===== config.mk =====
export PLATFORM = sky130hd
export DESIGN_NAME = ctrl_stim_sequencer_flat
export DESIGN_NICKNAME = d
export VERILOG_FILES = /design/src/rtl/ctrl_stim_pkg.sv /design/src/rtl/ctrl_stim_sequencer_if.sv /design/src/rtl/ctrl_stim_checker.sv /design/src/rtl/ctrl_stim_sequencer.sv /design/src/flat_wrapper.sv
export SDC_FILE = /design/constraint.sdc
export NUM_CORES = 1
export LEC_CHECK = 0
export BUFFER_PORTS_ARGS = -buffer_cell sky130_fd_sc_hd__buf_2
export CAP_MARGIN = 20
export CORE_MARGIN = 5
export CORE_UTILIZATION = 41
export CTS_CLUSTER_SIZE = 12
export DETAILED_ROUTE_END_ITERATION = 8
export PLACE_DENSITY = 0.82
export REMOVE_ABC_BUFFERS = 1
export SYNTH_ARGS = -nofsm -noshare
export SYNTH_HDL_FRONTEND = slang
export SYNTH_SLANG_ARGS = --single-unit
export TNS_END_PERCENT = 50

===== constraint.sdc =====
create_clock -name CLK -period 1.8 [get_ports CLK]
set_clock_uncertainty 0.05 [all_clocks]
set_input_delay 0.45 -clock CLK [delete_from_list [all_inputs] [get_ports CLK]]
set_output_delay 0.45 -clock CLK [all_outputs]
set_load 0.05 [all_outputs]

===== src/rtl/ctrl_stim_pkg.sv =====
// Shared types, default constants and golden-result functions for the control-statement stimulus sequencer.
package ctrl_stim_pkg;

  typedef enum logic [2:0] {
    ST_IDLE   = 3'd0,
    ST_FLUSH  = 3'd1,
    ST_DRIVE  = 3'd2,
    ST_SAMPLE = 3'd3,
    ST_FINISH = 3'd4
  } stim_state_e;

  localparam logic [15:0] DEF_HOLD_CYCLES       = 16'd256;
  localparam logic [7:0]  DEF_SWEEP_LAST        = 8'hFF;
  localparam logic [7:0]  DEF_IF_ELSE_MAX_COUNT = 8'hF0;

  // The if/else branch only passes the counter through when it equals the match value.
  function automatic logic [7:0] exp_if(input logic [7:0] v, input logic [7:0] max_count);
    return (v == max_count) ? v : 8'h00;
  endfunction

  function automatic logic [7:0] exp_case(input logic [7:0] v);
    return (v <= 8'd9) ? (8'd10 - v) : 8'h00;
  endfunction

endpackage


===== src/rtl/ctrl_stim_sequencer_if.sv =====
// Host/downstream-facing signal bundle of the stimulus sequencer.
// master = sequencer side, slave = host plus downstream block side.
interface ctrl_stim_sequencer_if;

  logic       START;
  logic       BUSY;
  logic       DONE;
  logic [7:0] IF_ELSE_COUNTER_1;
  logic [7:0] CASE_COUNTER_2;
  logic [7:0] WHILE_COUNTER_3;
  logic [7:0] FOR_LOOP_COUNTER_4;
  logic [7:0] REPEAT_LOOP_COUNTER_5;
  logic [7:0] IF_ELSE_RESULT_1;
  logic [7:0] CASE_RESULT_2;
  logic [7:0] ERR_COUNT;
  logic [7:0] FIRST_ERR_VALUE;
  logic       ERR;

  modport master (
    input  START, IF_ELSE_RESULT_1, CASE_RESULT_2,
    output BUSY, DONE, IF_ELSE_COUNTER_1, CASE_COUNTER_2, WHILE_COUNTER_3,
           FOR_LOOP_COUNTER_4, REPEAT_LOOP_COUNTER_5, ERR_COUNT, FIRST_ERR_VALUE, ERR
  );

  modport slave (
    output START, IF_ELSE_RESULT_1, CASE_RESULT_2,
    input  BUSY, DONE, IF_ELSE_COUNTER_1, CASE_COUNTER_2, WHILE_COUNTER_3,
           FOR_LOOP_COUNTER_4, REPEAT_LOOP_COUNTER_5, ERR_COUNT, FIRST_ERR_VALUE, ERR
  );

endinterface


===== src/rtl/ctrl_stim_checker.sv =====
// Compares downstream results with golden values on each SAMPLE cycle; keeps a saturating
// mismatch count, the sweep value of the first mismatch and a sticky error flag. Outputs are registered.
module ctrl_stim_checker
  import ctrl_stim_pkg::*;
#(
  parameter logic [7:0] IF_ELSE_MAX_COUNT = DEF_IF_ELSE_MAX_COUNT
) (
  input  logic       CLK,
  input  logic       RST,
  input  logic       clear_en,
  input  logic       sample_en,
  input  logic [7:0] v,
  input  logic [7:0] if_result,
  input  logic [7:0] case_result,
  output logic       err,
  output logic [7:0] err_count,
  output logic [7:0] first_err_value
);

  logic       err_q, err_d;
  logic [7:0] cnt_q, cnt_d;
  logic [7:0] first_q, first_d;
  logic       mismatch;

  assign mismatch = (if_result != exp_if(v, IF_ELSE_MAX_COUNT)) ||
                    (case_result != exp_case(v));

  always_comb begin
    err_d   = err_q;
    cnt_d   = cnt_q;
    first_d = first_q;
    if (clear_en) begin
      err_d   = 1'b0;
      cnt_d   = 8'h00;
      first_d = 8'h00;
    end else if (sample_en && mismatch) begin
      cnt_d = (cnt_q == 8'hFF) ? 8'hFF : (cnt_q + 8'd1);
      if (!err_q) begin
        first_d = v;
      end
      err_d = 1'b1;
    end
  end

  always_ff @(posedge CLK) begin
    if (RST) begin
      err_q   <= 1'b0;
      cnt_q   <= 8'h00;
      first_q <= 8'h00;
    end else begin
      err_q   <= err_d;
      cnt_q   <= cnt_d;
      first_q <= first_d;
    end
  end

  assign err             = err_q;
  assign err_count       = cnt_q;
  assign first_err_value = first_q;

endmodule


===== src/rtl/ctrl_stim_sequencer.sv =====
// Sweeps one value onto all five downstream counter buses, holding each for HOLD_CYCLES (+1 sample) cycles.
// All outputs registered; result checking is compiled in only when CTRL_STIM_CHECK_EN is defined.
module ctrl_stim_sequencer
  import ctrl_stim_pkg::*;
#(
  parameter logic [15:0] HOLD_CYCLES       = DEF_HOLD_CYCLES,
  parameter logic [7:0]  SWEEP_LAST        = DEF_SWEEP_LAST,
  parameter logic [7:0]  IF_ELSE_MAX_COUNT = DEF_IF_ELSE_MAX_COUNT
) (
  input  logic                 CLK,
  input  logic                 RST,
  ctrl_stim_sequencer_if.master sio
);

  stim_state_e state_q, state_d;
  logic [7:0]  v_q, v_d;
  logic [15:0] hold_q, hold_d;
  logic        busy_q, busy_d;
  logic        done_q, done_d;
  logic [7:0]  stim_q, stim_d;
  logic        sample_en;
  logic        clear_en;

  always_comb begin
    state_d   = state_q;
    v_d       = v_q;
    hold_d    = hold_q;
    sample_en = 1'b0;
    clear_en  = 1'b0;
    case (state_q)
      ST_IDLE: begin
        if (sio.START) begin
          clear_en = 1'b1;
          v_d      = 8'h00;
          state_d  = ST_FLUSH;
        end
      end
      ST_FLUSH: begin
        hold_d  = 16'd0;
        state_d = ST_DRIVE;
      end
      ST_DRIVE: begin
        if (hold_q == (HOLD_CYCLES - 16'd1)) begin
          state_d = ST_SAMPLE;
        end else begin
          hold_d = hold_q + 16'd1;
        end
      end
      ST_SAMPLE: begin
        sample_en = 1'b1;
        if (v_q == SWEEP_LAST) begin
          state_d = ST_FINISH;
        end else begin
          v_d     = v_q + 8'd1;
          state_d = ST_FLUSH;
        end
      end
      ST_FINISH: begin
        state_d = ST_IDLE;
      end
      default: begin
        state_d = ST_IDLE;
      end
    endcase

    // Outputs are decoded from the next state so they line up with the state they describe.
    busy_d = (state_d == ST_FLUSH) || (state_d == ST_DRIVE) || (state_d == ST_SAMPLE);
    done_d = (state_d == ST_FINISH);
    stim_d = ((state_d == ST_DRIVE) || (state_d == ST_SAMPLE)) ? v_d : 8'h00;
  end

  always_ff @(posedge CLK) begin
    if (RST) begin
      state_q <= ST_IDLE;
      v_q     <= 8'h00;
      hold_q  <= 16'd0;
      busy_q  <= 1'b0;
      done_q  <= 1'b0;
      stim_q  <= 8'h00;
    end else begin
      state_q <= state_d;
      v_q     <= v_d;
      hold_q  <= hold_d;
      busy_q  <= busy_d;
      done_q  <= done_d;
      stim_q  <= stim_d;
    end
  end

  assign sio.BUSY                  = busy_q;
  assign sio.DONE                  = done_q;
  assign sio.IF_ELSE_COUNTER_1     = stim_q;
  assign sio.CASE_COUNTER_2        = stim_q;
  assign sio.WHILE_COUNTER_3       = stim_q;
  assign sio.FOR_LOOP_COUNTER_4    = stim_q;
  assign sio.REPEAT_LOOP_COUNTER_5 = stim_q;

`ifdef CTRL_STIM_CHECK_EN
  logic       chk_err;
  logic [7:0] chk_count;
  logic [7:0] chk_first;

  ctrl_stim_checker #(
    .IF_ELSE_MAX_COUNT(IF_ELSE_MAX_COUNT)
  ) u_checker (
    .CLK            (CLK),
    .RST            (RST),
    .clear_en       (clear_en),
    .sample_en      (sample_en),
    .v              (v_q),
    .if_result      (sio.IF_ELSE_RESULT_1),
    .case_result    (sio.CASE_RESULT_2),
    .err            (chk_err),
    .err_count      (chk_count),
    .first_err_value(chk_first)
  );

  assign sio.ERR             = chk_err;
  assign sio.ERR_COUNT       = chk_count;
  assign sio.FIRST_ERR_VALUE = chk_first;
`else
  logic unused_chk;
  assign unused_chk = ^{sio.IF_ELSE_RESULT_1, sio.CASE_RESULT_2, sample_en, clear_en};

  assign sio.ERR             = 1'b0;
  assign sio.ERR_COUNT       = 8'h00;
  assign sio.FIRST_ERR_VALUE = 8'h00;
`endif

endmodule

===== src/flat_wrapper.sv =====
// flat-port wrapper written by rule: the top's interface ports become plain ports
module ctrl_stim_sequencer_flat import ctrl_stim_pkg::*;
#(
  parameter logic [15:0] HOLD_CYCLES       = DEF_HOLD_CYCLES,
  parameter logic [7:0]  SWEEP_LAST        = DEF_SWEEP_LAST,
  parameter logic [7:0]  IF_ELSE_MAX_COUNT = DEF_IF_ELSE_MAX_COUNT
)
  (CLK, RST, sio_START, sio_IF_ELSE_RESULT_1, sio_CASE_RESULT_2, sio_BUSY, sio_DONE, sio_IF_ELSE_COUNTER_1, sio_CASE_COUNTER_2, sio_WHILE_COUNTER_3, sio_FOR_LOOP_COUNTER_4, sio_REPEAT_LOOP_COUNTER_5, sio_ERR_COUNT, sio_FIRST_ERR_VALUE, sio_ERR);
  ctrl_stim_sequencer_if sio_i ();
  input  logic CLK;
  input  logic RST;
  input wire logic [$bits(sio_i.START)-1:0] sio_START;
  input wire logic [$bits(sio_i.IF_ELSE_RESULT_1)-1:0] sio_IF_ELSE_RESULT_1;
  input wire logic [$bits(sio_i.CASE_RESULT_2)-1:0] sio_CASE_RESULT_2;
  output wire logic [$bits(sio_i.BUSY)-1:0] sio_BUSY;
  output wire logic [$bits(sio_i.DONE)-1:0] sio_DONE;
  output wire logic [$bits(sio_i.IF_ELSE_COUNTER_1)-1:0] sio_IF_ELSE_COUNTER_1;
  output wire logic [$bits(sio_i.CASE_COUNTER_2)-1:0] sio_CASE_COUNTER_2;
  output wire logic [$bits(sio_i.WHILE_COUNTER_3)-1:0] sio_WHILE_COUNTER_3;
  output wire logic [$bits(sio_i.FOR_LOOP_COUNTER_4)-1:0] sio_FOR_LOOP_COUNTER_4;
  output wire logic [$bits(sio_i.REPEAT_LOOP_COUNTER_5)-1:0] sio_REPEAT_LOOP_COUNTER_5;
  output wire logic [$bits(sio_i.ERR_COUNT)-1:0] sio_ERR_COUNT;
  output wire logic [$bits(sio_i.FIRST_ERR_VALUE)-1:0] sio_FIRST_ERR_VALUE;
  output wire logic [$bits(sio_i.ERR)-1:0] sio_ERR;
  assign sio_i.START = sio_START;
  assign sio_i.IF_ELSE_RESULT_1 = sio_IF_ELSE_RESULT_1;
  assign sio_i.CASE_RESULT_2 = sio_CASE_RESULT_2;
  assign sio_BUSY = sio_i.BUSY;
  assign sio_DONE = sio_i.DONE;
  assign sio_IF_ELSE_COUNTER_1 = sio_i.IF_ELSE_COUNTER_1;
  assign sio_CASE_COUNTER_2 = sio_i.CASE_COUNTER_2;
  assign sio_WHILE_COUNTER_3 = sio_i.WHILE_COUNTER_3;
  assign sio_FOR_LOOP_COUNTER_4 = sio_i.FOR_LOOP_COUNTER_4;
  assign sio_REPEAT_LOOP_COUNTER_5 = sio_i.REPEAT_LOOP_COUNTER_5;
  assign sio_ERR_COUNT = sio_i.ERR_COUNT;
  assign sio_FIRST_ERR_VALUE = sio_i.FIRST_ERR_VALUE;
  assign sio_ERR = sio_i.ERR;
  ctrl_stim_sequencer #(.HOLD_CYCLES(HOLD_CYCLES), .SWEEP_LAST(SWEEP_LAST), .IF_ELSE_MAX_COUNT(IF_ELSE_MAX_COUNT)) u_core (.CLK(CLK), .RST(RST), .sio(sio_i));
endmodule

==> results.md, run 1 <==
* Post-synthesis mux area share at 1.91%
* Initial drt markers at 43
* Met1 usage at 16.1%
* Aggregate routed wire length at 4620 µm
* Placed cells at 344
* Stages on worst setup path at 4
* Hold Fails Final Rpt at 0
* CTS sink count at 37
* CP delay by family, top: simple AND/OR/NAND/NOR gates
* Clk Latency, worst-skew pair at 0.30 ns
* FMAX at 511 MHz
* Met3 usage at 3.40%
* Post-synthesis xor/xnor area fraction at 1.25%
* Area share of and/or/nand/nor cells after synthesis at 25.9%
* Adder-Cell Fraction of Synth Area at 1.19%
* Sequential power share at 50.4%
* Most common cell after layout, fill and taps aside: buf_2
* Comb power frac at 14.2%
* Num CTS Buffers at 5
* CTS tree: yes
* Vias in the first global route at 1,650
* FF-to-FF Start: u_core.hold_q[10]
* Compound-Gate Fraction of Synth Area at 13.4%
* P&R area growth vs syn at 18.1%
* LEAKAGE at 0.00106 µW
* Fin crit period at 1.96 ns
* Antenna-violating nets left at 0
* Reg clk slew, reported paths at 0.08 ns
* CP Capture Type: register
* Clock share of power at 35.4%
* Max Cap Violations at 0
* Crit-path max cell delay at 0.54 ns
* Hold slack at 0.384 ns
* Most Frequent Cell on Critical Path: or4_4
* CTS Buffer Depth at 2
* Worst R2R Path Depth at 4
* Fin crit share at 109%
* GR Util met2 at 21.9%
* Tot Pwr at 1660 µW
* Initial core utilization at 41.6%
* Ys flop type: dfxtp_1
* CP endpoint: u_core.state_q[0]
* Crit path cell chain: or4_4 -> or4_4 -> or3_1 -> a21oi_2
* WHS Path Cells at 2
* Post-synthesis sequential area ratio at 35.3%
* Yosys warnings at 0
* Psw at 504 µW
* Synthesized cell area at 2100 µm²
* Post-synth EDFFs at 0
* Layout cells sized above 1 at 38.2%
* Synth async-reset ratio at 0%
* Critical path origin: u_core.hold_q[10]
* Most frequent cells in the layout: buf_2 (44), dfxtp_1 (30), buf_4 (29)
* Reg-to-reg endpoint: u_core.state_q[0]
* Ant diodes at 0
* Pint at 1160 µW
* Crit path max fanout at 2
* Nets@finish at 305
* CP max-delay cell: or4_4
* Distinct cells, synth at 48
* Largest net degree at the start of global routing at 14
* Status: finished, violations left
* Pwr dens at 671 nW/µm²
* Num rows at 26
* First-pass GRT wire length at 6990 µm
* Root Buffer: clkbuf_8
* Core region area at 5040 µm²
* DR WL/cell at 13.0 µm
* Total GRT Usage at 13.5%
* RSZ-0062 raised after global routing: true
* Worst Path Arrival at 2.14 ns
* Die H at 81.5 µm
* First drt pass iteration count at 4
* Main combinational cell family by area after synthesis: simple AND/OR/NAND/NOR gates
* Max IR drop VDD at 0.000423 V
* Port bufs at 44
* CP Data Required Time at 1.99 ns
* Antenna violations before repair at 0
* H-tree depth at 2
* WS Path Type: register to register
* Final Instance Count excl. Fillers at 355
* Switching share of power at 30.3%
* Die width at 81.5 µm
* Grt ovf at 0
* Violated checks: setup timing
* Vias post-DR at 1,852
* Setup ws final at -0.155 ns
* GPL Wtd Cong at 0.859
* Cell count after synthesis at 249
* GRT Max-Usage Layer: met2
* Register-to-register setup slack at -0.16 ns
* Synth Register Bits at 37
* Post-DP HPWL at 3230 µm
* Final slew viol count at 0
* Setup TNS at -0.607 ns
* IO Count at 78
* Crit path buf inv count at 0
* Die Area at 6640 µm²
* Syn Area/Cell at 8.42 µm²
* Routed vias/inst at 5.22
* Pre-CTS setup slack at -0.249 ns
* Hold Crit Class: input port to register
* Post-CTS Hold Buffers at 0
* Critical path startpoint category: register
* Drt drc at 0
* Setup-failing EPs final at 9
==> layer usage <==
layer	share of wire, %	vias up
met5	0	-
met4	2.3	0
met3	6.3	11
met2	48	58
met1	43	891
li1	-	892
==> state kept, by name, summed over array words and instances, names as in the netlist <==
| register | count |
|---|---|
| u_core.hold_q | 16 |
| u_core.sio.BUSY | 1 |
| u_core.sio.CASE_COUNTER_2 | 8 |
| u_core.sio.DONE | 1 |
| u_core.state_q | 3 |
| u_core.v_q | 8 |
==> cell families after synthesis <==
family,Yosys count
AO/OA/AOI/OAI,44
multiplexers,4
XOR/XNOR,3
buffers and inverters,67
AND/OR/NAND/NOR,91
other,1
flip-flops,37
adder cells (fa/ha/maj),2
==> cells in the mapped netlist (3+ instances only) <==
master / number / area, µm²
buf_4: 49 / 368
dfxtp_1: 37 / 741
a21oi_1: 16 / 80.1
nand2_1: 16 / 60.1
or4_1: 15 / 113
clkbuf_1: 11 / 41.3
nand3_1: 11 / 55.1
nor2_1: 11 / 41.3
o31ai_1: 11 / 82.6
and2_1: 5 / 31.3
inv_1: 5 / 18.8
mux2i_1: 4 / 40.0
nor3_1: 4 / 20.0
or3_1: 4 / 25.0
nand4_1: 3 / 18.8
o211ai_1: 3 / 22.5
==> layout make-up <==
type / instances / area (µm²)
tap: 70 / 87.6
inverter: 5 / 18.8
clock buffer: 5 / 68.8
multi-input combinational: 161 / 1080
fill: 472 / 2560
sequential: 37 / 749
clock inverter: 3 / 22.5
timing repair buffer: 74 / 449
==> how the worst min path moves through the flow <==
stage	from	to	slack [ns]
4_1_cts	RST	u_core.state_q[0]	0.37
3_3_place_gp	u_core.hold_q[15]	u_core.hold_q[15]	0.42
5_1_grt	RST	u_core.state_q[0]	0.39
2_1_floorplan	u_core.hold_q[8]	u_core.hold_q[8]	0.40
6_report	RST	u_core.state_q[0]	0.38
3_5_place_dp	u_core.hold_q[15]	u_core.hold_q[15]	0.42
==> worst register-to-register path, stage by stage, from the launching register on <==
cell     delay [ns]
dfxtp_1        0.31
or4_4          0.54
or4_4          0.54
or3_1          0.34
a21oi_2        0.12
==> what timing repair did <==
action | CTS | global route
buffers inserted | 2 | 0
pin swaps | 6 | 19
setup endpoints to repair | 15 | 18
gates resized for setup | 11 | 20
cloned | 1 | 0
hold endpoints to repair | 0 | 0
==> per-stage QoR <==
| stage | utilization [%] | instance area [µm²] |
|---|---|---|
| final | 49.1 | 2480 |
| after detailed placement | 44.6 | 2250 |
| after global placement | 44.6 | 2250 |
| after floorplan | - | 1740 |
| after CTS | 47.5 | 2390 |
| after global routing | 49.1 | 2480 |
==> power by group through the flow <==
stage	logic, µW	registers (µW)	clock network [µW]
final	236	838	588
after global routing	251	839	636
after CTS	222	837	604
after detailed placement	220	856	0
after global placement	218	855	0
after floorplan	145	877	0
(Power assumes the default switching activity.)
==> run 2: changes to the inputs <==
--- a/config.mk
+++ b/config.mk
@@ -5,13 +5,13 @@
 export SDC_FILE = /design/constraint.sdc
 export NUM_CORES = 1
 export LEC_CHECK = 0
-export BUFFER_PORTS_ARGS = -buffer_cell sky130_fd_sc_hd__buf_2
 export CAP_MARGIN = 20
 export CORE_MARGIN = 5
 export CORE_UTILIZATION = 41
 export CTS_CLUSTER_SIZE = 12
 export DETAILED_ROUTE_END_ITERATION = 8
-export PLACE_DENSITY = 0.82
+export DONT_BUFFER_PORTS = 1
+export PLACE_DENSITY = 0.68
 export REMOVE_ABC_BUFFERS = 1
 export SYNTH_ARGS = -nofsm -noshare
 export SYNTH_HDL_FRONTEND = slang
==> run 2 against run 1 <==
  * Clock power grew 25%
  * The run still ends with setup timing left
  * Global-route usage decreased by 0.37 points
  * Sequential power is 1% higher
  * Total power rose by 7.9%
  * Die area stayed put
  * Worst hold slack got worse by 0.23 ns
  * Flip-flop and latch count stayed put
  * Combinational power is 11% lower
  * Sequential share of layout area rose by 1.4 points
  * Highest routed layer unchanged
  * Final cell count fell by 10%
==> results.md, run 2 (synthesized netlist as in run 1, its figures left out) <==
* Sequential power share at 47.3% (-3.1 points)
* Largest reg by FF count: u_core.hold_q
* Clk Latency, worst-skew pair at 0.30 ns (about the same)
* Crit path buf inv count at 0 (unchanged)
* FF-to-FF Start: u_core.hold_q[10]
* CTS tree: yes
* Hold_sp: RST
* P&R area growth vs syn at 13.8%
* Setup-failing EPs final at 9 (unchanged)
* Worst Path Arrival at 2.14 ns (about the same)
* Worst R2R Path Depth at 4 (unchanged)
* Switching share of power at 27.7% (-2.6 points)
* Nets@finish at 268 (-12%)
* Root Buffer: clkbuf_8
* Critical path startpoint category: register
* Crit-path max cell delay at 0.54 ns (about the same)
* Reg-to-reg endpoint: u_core.state_q[0]
* Max Cap Violations at 0 (unchanged)
* Antenna-violating nets left at 0 (unchanged)
* Total GRT Usage at 13.2% (-0.37 points)
* Most frequent cells in the layout: buf_4 (28), dfxtp_1 (25), conb_1 (17)
* Vias post-DR at 1,683 (-9.1%)
* Die H at 81.5 µm (unchanged)
* Die Area at 6640 µm² (unchanged)
* Crit path cell chain: or4_4 -> or4_4 -> or3_1 -> a21oi_2
* Clock share of power at 40.9% (+5.5 points)
* Pwr dens at 751 nW/µm² (+12%)
* Most common cell after layout, fill and taps aside: buf_4
* Comb power frac at 11.7% (-2.5 points)
* WHS Path Cells at 1 (-1)
* First drt pass iteration count at 4 (unchanged)
* Fin crit period at 1.95 ns (-0.00840 ns)
* Hold Fails Final Rpt at 0 (unchanged)
* Max IR drop VDD at 0.000534 V (+26%)
* Most Frequent Cell on Critical Path: or4_4
* Die width at 81.5 µm (unchanged)
* Psw at 497 µW (-1.3%)
* Initial drt markers at 62 (+44%)
* Reg clk slew, reported paths at 0.08 ns (about the same)
* Largest net degree at the start of global routing at 22 (+8)
* Status: finished, violations left
* Num CTS Buffers at 5 (unchanged)
* Setup ws final at -0.147 ns (+0.00840 ns)
* Violated checks: setup timing
* Fin crit share at 108% (-0.47 points)
* Pint at 1300 µW (+12%)
* Core region area at 5040 µm² (unchanged)
* Post-DP HPWL at 2960 µm (-8.4%)
* DR WL/cell at 13.3 µm (+2.4%)
* Vias in the first global route at 1,660 (+0.61%)
* Crit path max fanout at 2 (unchanged)
* Max FFs per register at 16 (unchanged)
* FMAX at 514 MHz (+0.43%)
* Grt ovf at 0 (unchanged)
* RSZ-0062 raised after global routing: true
* LEAKAGE at 0.000884 µW (-17%)
* H-tree depth at 2 (unchanged)
* CP max-delay cell: or4_4
* Ant diodes at 0 (unchanged)
* Layout cells sized above 1 at 28.2% (-10 points)
* Hold slack at 0.155 ns (-0.230 ns)
* Routed vias/inst at 5.29 (+1.4%)
* CTS Buffer Depth at 2 (unchanged)
* WHS Endpoint: u_core.state_q[0]
* WS Path Type: register to register
* Drt drc at 0 (unchanged)
* GPL Wtd Cong at 0.873 (+1.6%)
* Initial core utilization at 41.6% (unchanged)
* Final slew viol count at 0 (unchanged)
* CP Capture Type: register
* Hold Crit Class: input port to register
* CTS sink count at 37 (unchanged)
* Port bufs at 0 (-100%)
* Tot Pwr at 1790 µW (+7.9%)
* First-pass GRT wire length at 6960 µm (-0.39%)
* IO Count at 78 (unchanged)
* CP delay by family, top: simple AND/OR/NAND/NOR gates
* CP Data Required Time at 1.99 ns (about the same)
* Num rows at 26 (unchanged)
* Aggregate routed wire length at 4230 µm (-8.3%)
* Register-to-register setup slack at -0.15 ns (about the same)
* Antenna violations before repair at 0 (unchanged)
run 2: per-layer routing:
layer / vias to the layer above / track usage, % / routed length (µm)
met3: 14 / 4.39 / 256
met4: 0 / 5.91 / 93
met2: 54 / 22.3 / 2070
li1: 823 / - / -
met5: - / 0 / 0
met1: 792 / 14.9 / 1820
run 2: worst max-delay path by stage:
stage / from / cells past startpoint / to / slack [ns]
6_report: u_core.hold_q[10] / 4 / u_core.state_q[0] / -0.15
5_1_grt: u_core.hold_q[10] / 4 / u_core.state_q[0] / -0.18
2_1_floorplan: u_core.sio.CASE_COUNTER_2[0] / 0 / sio_CASE_COUNTER_2[0] / -0.58
3_5_place_dp: u_core.hold_q[8] / 4 / u_core.state_q[0] / -0.26
3_3_place_gp: u_core.hold_q[12] / 4 / u_core.state_q[0] / -0.22
4_1_cts: u_core.hold_q[8] / 4 / u_core.state_q[0] / -0.15
run 2: area by class of cell:
cell class | instances | area (µm²)
fillers | 478 | 2660
multi-input cells | 161 | 1030
flip-flops and latches | 37 | 756
repair buffers | 37 | 382
well taps | 70 | 87.6
clock buffers | 5 | 68.8
clock inverters | 3 | 46.3
inverters | 5 | 18.8
run 2: stage by stage:
step	TNS (ns)	setup WS, ns	utilization, %	area, µm²	std cells
after floorplan	-25.22	-0.575	-	1740	203
after global placement	-0.607	-0.221	43.5	2190	307
after detailed placement	-1.13	-0.261	43.5	2190	307
after CTS	-0.575	-0.146	46.5	2340	317
after global routing	-1.50	-0.185	47.3	2390	318
final	-0.532	-0.147	47.3	2390	318
run 2: power by group through the flow:
stage	logic (µW)	registers [µW]	clock network, µW
floorplan	145	877	0
global placement	195	867	0
detailed placement	198	867	0
CTS	202	848	752
global route	224	850	787
finish	210	849	734
run 2: worst reg2reg max path: cells and delay by family, from the launching register on:
family           cells  cell delay [ns]
AO/OA/AOI/OAI        1             0.12
AND/OR/NAND/NOR      3             1.42
flip-flops           1             0.31
run 2: what timing repair did:
action	CTS	global route
hold buffers	0	0
gates cloned	0	1
setup endpoints to repair	14	15
setup buffers	2	0
pin swaps	6	2
gates resized for setup	6	14
==> run 3: changes to the inputs <==
--- a/config.mk
+++ b/config.mk
@@ -13,6 +13,7 @@
 export DONT_BUFFER_PORTS = 1
 export PLACE_DENSITY = 0.68
 export REMOVE_ABC_BUFFERS = 1
+export SETUP_SLACK_MARGIN = 0.1
 export SYNTH_ARGS = -nofsm -noshare
 export SYNTH_HDL_FRONTEND = slang
 export SYNTH_SLANG_ARGS = --single-unit
==> run 3 against run 2 <==
  * Via count fell by 0.36%
  * Maximum frequency rose by 0.22%
  * Critical endpoint unchanged
  * Highest routed layer unchanged
  * Final cell count rose by 0.63%
  * Flip-flop and latch count did not move
  * The flow still finishes with violations (setup timing)
  * Total power rose by 1.1%
  * Largest cell class unchanged
==> results.md, run 3 (synthesized netlist as in run 1, its figures left out) <==
* Layout cells sized above 1 at 33.6% (+5.4 points)
* Antenna violations before repair at 0 (unchanged)
* FMAX at 515 MHz (+0.22%)
* Pre-CTS setup slack at -0.261 ns (unchanged)
* WHS Endpoint: u_core.state_q[0]
* H-tree depth at 2 (unchanged)
* Max FFs per register at 16 (unchanged)
* CP Capture Type: register
* Vias in the first global route at 1,651 (-0.54%)
* RSZ-0062 raised after global routing: true
* Setup TNS at -0.569 ns (-0.0362 ns)
* Initial drt markers at 64 (+3.2%)
* Status: finished, violations left
* Clk Latency, worst-skew pair at 0.30 ns (about the same)
* Crit-path max cell delay at 0.54 ns (about the same)
* Sequential power share at 47.0% (-0.3 points)
* Violated checks: setup timing
* Max Cap Violations at 0 (unchanged)
* Post-DP HPWL at 2960 µm (unchanged)
* CP Data Required Time at 1.99 ns (about the same)
* Die H at 81.5 µm (unchanged)
* CTS tree: yes
* Total GRT Usage at 13.4% (+0.25 points)
* Critical path startpoint category: register
* Reg-to-reg endpoint: u_core.state_q[0]
* Root Buffer: clkbuf_8
* Nets@finish at 270 (+0.75%)
* Drt drc at 0 (unchanged)
* Hold_sp: RST
* Crit path cell chain: or4_4 -> or4_4 -> or3_1 -> a21oi_2
* Core region area at 5040 µm² (unchanged)
* Crit path max fanout at 2 (unchanged)
* CP max-delay cell: or4_4
* Setup ws final at -0.143 ns (+0.00418 ns)
* CP delay by family, top: simple AND/OR/NAND/NOR gates
* First-pass GRT wire length at 7070 µm (+1.6%)
* Worst R2R Path Depth at 4 (unchanged)
* FF-to-FF Start: u_core.hold_q[10]
* Most Frequent Cell on Critical Path: or4_4
* Hold Crit Class: input port to register
* Post-CTS Hold Buffers at 0 (unchanged)
* Most frequent cells in the layout: buf_4 (27), dfxtp_1 (20), conb_1 (17)
* Fin crit period at 1.94 ns (-0.00418 ns)
* Max IR drop VDD at 0.000536 V (+0.33%)
* IO Count at 78 (unchanged)
* Register-to-register setup slack at -0.14 ns (about the same)
* Grt ovf at 0 (unchanged)
* DR WL/cell at 13.4 µm (+0.53%)
* Switching share of power at 28.0% (+0.31 points)
* Fin crit share at 108% (-0.23 points)
* Ant diodes at 0 (unchanged)
* Routed vias/inst at 5.24 (-0.98%)
* Worst Path Arrival at 2.13 ns (about the same)
* Tot Pwr at 1810 µW (+1.1%)
* Most common cell after layout, fill and taps aside: buf_4
* P&R area growth vs syn at 17.8%
* Hold Fails Final Rpt at 0 (unchanged)
* Crit path buf inv count at 0 (unchanged)
* Final slew viol count at 0 (unchanged)
* CTS sink count at 37 (unchanged)
* GPL Wtd Cong at 0.873 (unchanged)
* Clock share of power at 40.8% (about the same)
* Largest net degree at the start of global routing at 22 (unchanged)
* CTS Buffer Depth at 2 (unchanged)
* Largest reg by FF count: u_core.hold_q
* WS Path Type: register to register
* First drt pass iteration count at 4 (unchanged)
* Reg clk slew, reported paths at 0.09 ns (about the same)
* Pint at 1300 µW (+0.61%)
* Die width at 81.5 µm (unchanged)
* Comb power frac at 12.2% (+0.5 points)
* Antenna-violating nets left at 0 (unchanged)
* Hold slack at 0.154 ns (-0.000810 ns)
* Die Area at 6640 µm² (unchanged)
* Pwr dens at 733 nW/µm² (-2.4%)
* Aggregate routed wire length at 4280 µm (+1.2%)
* Num rows at 26 (unchanged)
* Port bufs at 0 (unchanged)
* Num CTS Buffers at 5 (unchanged)
* Psw at 508 µW (+2.2%)
* Setup-failing EPs final at 9 (unchanged)
* Initial core utilization at 41.6% (unchanged)
* LEAKAGE at 0.000902 µW (+2.1%)
* WHS Path Cells at 1 (unchanged)
* Vias post-DR at 1,677 (-0.36%)
run 3: worst max path at each step:
stage | cells after the start | from | endpoint
final | 4 | u_core.hold_q[10] | u_core.state_q[0]
after global routing | 6 | u_core.hold_q[10] | u_core.hold_q[0]
after CTS | 4 | u_core.hold_q[8] | u_core.state_q[0]
after detailed placement | 4 | u_core.hold_q[8] | u_core.state_q[0]
after global placement | 4 | u_core.hold_q[12] | u_core.state_q[0]
after floorplan | 0 | u_core.sio.CASE_COUNTER_2[0] | sio_CASE_COUNTER_2[0]
run 3: routing by layer:
layer / up-vias / track usage (%) / wire (µm)
li1: 827 / - / -
met1: 790 / 15.4 / 1860
met2: 46 / 22.9 / 2110
met3: 14 / 4.39 / 241
met4: 0 / 5.41 / 69
met5: - / 0 / 0
run 3: power by group through the flow:
stage | logic [µW] | clock network (µW) | registers, µW
2_1_floorplan | 145 | 0 | 877
3_3_place_gp | 195 | 0 | 867
3_5_place_dp | 198 | 0 | 867
4_1_cts | 211 | 752 | 852
5_1_grt | 235 | 788 | 854
6_report | 221 | 739 | 852
run 3: repair_timing:
action	4_1_cts	5_1_grt
gates cloned	1	0
endpoints found under the setup margin	18	19
pin swaps	17	5
setup buffers	4	0
gates resized for setup	24	13
run 3: cell type report:
cell class,instances,area (µm²)
clock buffer,5,68.8
clock inverter,3,46.3
sequential,37,764
tap,70,87.6
timing repair buffer,39,408
multi-input combinational,161,1080
inverter,5,18.8
fill,460,2570
run 3: metrics by stage:
stage / cell area [µm²] / util, % / cells
after detailed placement: 2190 / 43.5 / 307
after global routing: 2470 / 49.0 / 320
after floorplan: 1740 / - / 203
after CTS: 2430 / 48.1 / 320
after global placement: 2190 / 43.5 / 307
final: 2470 / 49.0 / 320
